===== config.mk =====
export PLATFORM = sky130hd
export DESIGN_NAME = gen_dff_pipe
export DESIGN_NICKNAME = d
export VERILOG_FILES = /design/src/rtl/gen_dff_pipe.sv
export SDC_FILE = /design/constraint.sdc
export NUM_CORES = 1
export LEC_CHECK = 0
export ABC_AREA = 1
export BUFFER_PORTS_ARGS = -buffer_cell sky130_fd_sc_hd__buf_4
export CAP_MARGIN = 20
export CORE_UTILIZATION = 40
export CTS_CLUSTER_SIZE = 40
export DETAILED_ROUTE_END_ITERATION = 8
export GPL_TIMING_DRIVEN = 0
export PLACE_DENSITY = 0.62
export SYNTH_ARGS = -nofsm -noshare
export SYNTH_HDL_FRONTEND = slang
export SYNTH_SLANG_ARGS = --single-unit

===== constraint.sdc =====
create_clock -name clk -period 1.7 [get_ports clk]
set_input_delay 0.34 -clock clk [delete_from_list [all_inputs] [get_ports clk]]
set_output_delay 0.34 -clock clk [all_outputs]
set_load 0.005 [all_outputs]

===== src/rtl/gen_dff_pipe.sv =====
// DEPTH-stage register pipeline with per-stage valid bits, global stall (en),
// synchronous flush and a registered occupancy count.
module gen_dff_pipe #(
  parameter int                 WIDTH     = 10,
  parameter int                 DEPTH     = 4,
  parameter logic [WIDTH-1:0]   RESET_VAL = '0
) (
  input  logic                          clk,
  input  logic                          rst_n,
  input  logic                          en,
  input  logic                          flush,
  input  logic [WIDTH-1:0]              d,
  input  logic                          d_valid,
  output logic [WIDTH-1:0]              q,
  output logic                          q_valid,
  output logic [$clog2(DEPTH+1)-1:0]    occupancy
);

  localparam int OCC_W = $clog2(DEPTH+1);

  logic [WIDTH-1:0] stage_q [DEPTH];
  logic [WIDTH-1:0] stage_d [DEPTH];
  logic [DEPTH-1:0] valid_q;
  logic [DEPTH-1:0] valid_d;
  logic [OCC_W-1:0] occ_q;
  logic [OCC_W-1:0] occ_d;

  // Data shifts on en regardless of flush; q is don't-care once valids clear.
  always_comb begin
    for (int i = 0; i < DEPTH; i++) begin
      stage_d[i] = stage_q[i];
    end
    if (en) begin
      stage_d[0] = d;
      for (int i = 1; i < DEPTH; i++) begin
        stage_d[i] = stage_q[i-1];
      end
    end
  end

  always_comb begin
    valid_d = valid_q;
    occ_d   = occ_q;
    if (flush) begin
      valid_d = '0;
      occ_d   = '0;
    end else if (en) begin
      valid_d[0] = d_valid;
      for (int i = 1; i < DEPTH; i++) begin
        valid_d[i] = valid_q[i-1];
      end
      // Word entering minus word falling off the end; stays within 0..DEPTH.
      occ_d = occ_q + OCC_W'(d_valid) - OCC_W'(valid_q[DEPTH-1]);
    end
  end

  always_ff @(posedge clk or negedge rst_n) begin
    if (!rst_n) begin
      for (int i = 0; i < DEPTH; i++) begin
        stage_q[i] <= RESET_VAL;
      end
      valid_q <= '0;
      occ_q   <= '0;
    end else begin
      for (int i = 0; i < DEPTH; i++) begin
        stage_q[i] <= stage_d[i];
      end
      valid_q <= valid_d;
      occ_q   <= occ_d;
    end
  end

  assign q         = stage_q[DEPTH-1];
  assign q_valid   = valid_q[DEPTH-1];
  assign occupancy = occ_q;

endmodule

==> run metrics <==
1st-iter DRT viols 105; Routed Antenna Nets 0; First-pass DRT Iterations 6; HPWL Detailed 2173 um; GPL Wtd Cong 0.7449; area of the multi-input gates 550.5 um^2; maximum clock frequency 610.9 MHz; Mapped Cells 213; sequence of cells on the critical path ha_1 -> inv_1 -> ha_1 -> inv_1 -> fa_2 -> o22ai_1; Mapped Nets 231; Fin Clk Skew 6.239 ps; grt peak-use layer met2; slowest stage cell on the critical path fa_2; WS Path Type flip-flop to flip-flop; hold buffers post-CTS 0; syn avg cell area 8.982 um^2; Rel. slew slack 61.57%; period utilization 96.29%; top cells by area, synth dfrtp_1, nand2_1, buf_4; Die Wd 71.16 um; total power 2.317 mW; Cell Area, Synth 1913 um^2; post-CTS setup buffer count 0; Cell variety after synth 14; max cap viols 0; first-pass GRT wire length 5685 um; Seq/Total Area, Yosys 61.48%; row count 24; ys async rst share 100.0%; register area 1176 um^2; maximum VDD drop 0.0004960 V; Final TNS setup 0 ps; Die Ht 71.16 um; Max FO, Critical Path 3; Area growth, synth to finish 19.69%; Final Hold Viols 0; Clock Latency Late Sink 290 ps; Flop pwr share 55.7%; CTS root buffer clkbuf_8; Hold Path Class input pin to async pin; Yosys Warn Count 0; setup violators final 0; CP peak stage delay 510 ps; CTS tree yes; die area 5063 um^2; startpoint types flip-flop; Required @ worst endpoint 1880 ps; Worst R2R Setup Slack 60 ps; Core Area 4474 um^2; WL final 3146 um; ys flop type dfrtp_1; CTS Sinks 47; Seq cells post-synth 47; I/O pin total 29; M3 GR Usage 2.991%; Post-Layout Cell Count 301; worst-case clock buffer depth 2; Leak 1.259 nW; drt wl/cell 10.45 um; Initial Util 42.76%; CP Data Arrival Time 1810 ps; internal power 1.733 mW; top post-synthesis cells by count nand2_1, dfrtp_1, inv_1; met1 usage 18.79%; nets 266; Port Buffers 28; Post-synth EDFFs 0; Clk pwr share 30.4%; H-tree depth 2; most common cell in the netlist nand2_1; CP Capture Type flip-flop; via count 1,309; Core Util, Final 51.17%; status completed; fin crit period 1637 ps; number of fill cells 442; gr usage total 14.47%; Num CTS Buffers 5; worst slew pin tran 576.5 ps; global route overflow 0; dpl cells 293; post_cts resized 0; largest net degree at the start of global routing 48; clock slew at reported path FFs 90 ps; via/cell ratio 4.349; vias in the first global route 1,270; initial antenna violation count 0; pins over their slew limit 0; Psw 0.5839 mW; fraction of layout cells with a size suffix above 1 22.89%; sw frac 25.21%; Comb pwr share 13.9%; antenna cells 0; DRC viols 0; pwr dens 1012 nW/um^2; Synth area leader dfrtp_1; post-synth top area share 61.48%; M2 GR Usage 24.34%
flip-flops by register name, indices dropped and copies added, names as in the netlist:
signal / flops
stage_q: 30
q: 10
valid_q: 4
occupancy: 3
worst max-delay path, delay by kind of cell, from the launching register on:
kind	cells	cell delay, ps
compound gates	1	80
flops	1	410
fa+ha+maj	3	930
buf+inv	2	110
final cells by class:
| cell class | instances | share of cell area (%) |
|---|---|---|
| tap | 52 | 2.842 |
| multi-input combinational | 128 | 24.04 |
| clock inverter | 2 | 0.7104 |
| clock buffer | 6 | 3.607 |
| sequential | 47 | 51.37 |
| timing repair buffer | 28 | 9.180 |
| buffer | 18 | 4.973 |
| inverter | 20 | 3.279 |
power by group through the flow:
stage	Clock (mW)	Combinational [mW]	Sequential (mW)
2_1_floorplan	0	0.192	1.30
6_report	0.705	0.321	1.29
3_5_place_dp	0	0.327	1.31
5_1_grt	0.776	0.371	1.31
3_3_place_gp	0	0.319	1.31
4_1_cts	0.723	0.328	1.29
per-layer routing:
metal	wire [um]	share of wire, %
met5	0	0
met4	45	1.4
met1	1533	49
met3	126	4.0
met2	1440	46
worst paths after layout:
kind | start | end | depth (start not counted)
hold / removal | rst_n | q[6]$_DFFE_PN0P_ | 1
min in group clk | d[0] | stage_q[30]$_DFFE_PN0P_ | 3
hold reg to reg | q[3]$_DFFE_PN0P_ | q[3]$_DFFE_PN0P_ | 2
setup / recovery | valid_q[3]$_DFFE_PN0P_ | occupancy[1]$_DFFE_PN0P_ | 6
max in group asynchronous | rst_n | stage_q[25]$_DFFE_PN0P_ | 1
setup reg to reg | valid_q[3]$_DFFE_PN0P_ | occupancy[1]$_DFFE_PN0P_ | 6
layout by cell type, fill, tap and decap left out:
master / Yosys / routed
buf_2: 7 / 7
buf_4: 10 / 38
clkbuf_1: 1 / 1
clkbuf_8: 0 / 6
clkinv_4: 0 / 1
clkinvlp_4: 0 / 1
dfrtp_1: 47 / 47
fa_2: 0 / 1
ha_1: 2 / 2
inv_1: 18 / 18
inv_2: 2 / 2
nand2_1: 102 / 102
nand3_1: 2 / 2
nor2_2: 1 / 1
o21ai_0: 9 / 9
o21ai_1: 8 / 8
o22ai_1: 3 / 3
metrics by stage:
stage	instance area, um^2	hold slack [ps]	worst slack, ps
floorplan	1913	44.41	142.2
global placement	2188	389.3	99.81
detailed placement	2188	384.3	44.27
CTS	2287	59.77	30.04
global route	2290	80.10	-11.21
finish	2290	48.56	63.13
kinds of logic (layout without fill, tap and decap cells):
family                     count (synthesis)  after routing  synth area share [%]
AOI/OAI and AO/OA                         20             20                 5.428
DFF                                       47             47                 61.48
adders and majority gates                  3              3                 2.354
buffers and inverters                     38             74                 9.875
and+or+nand+nor                          105            105                 20.86
No activity file was read; power rests on OpenSTA's default activity.
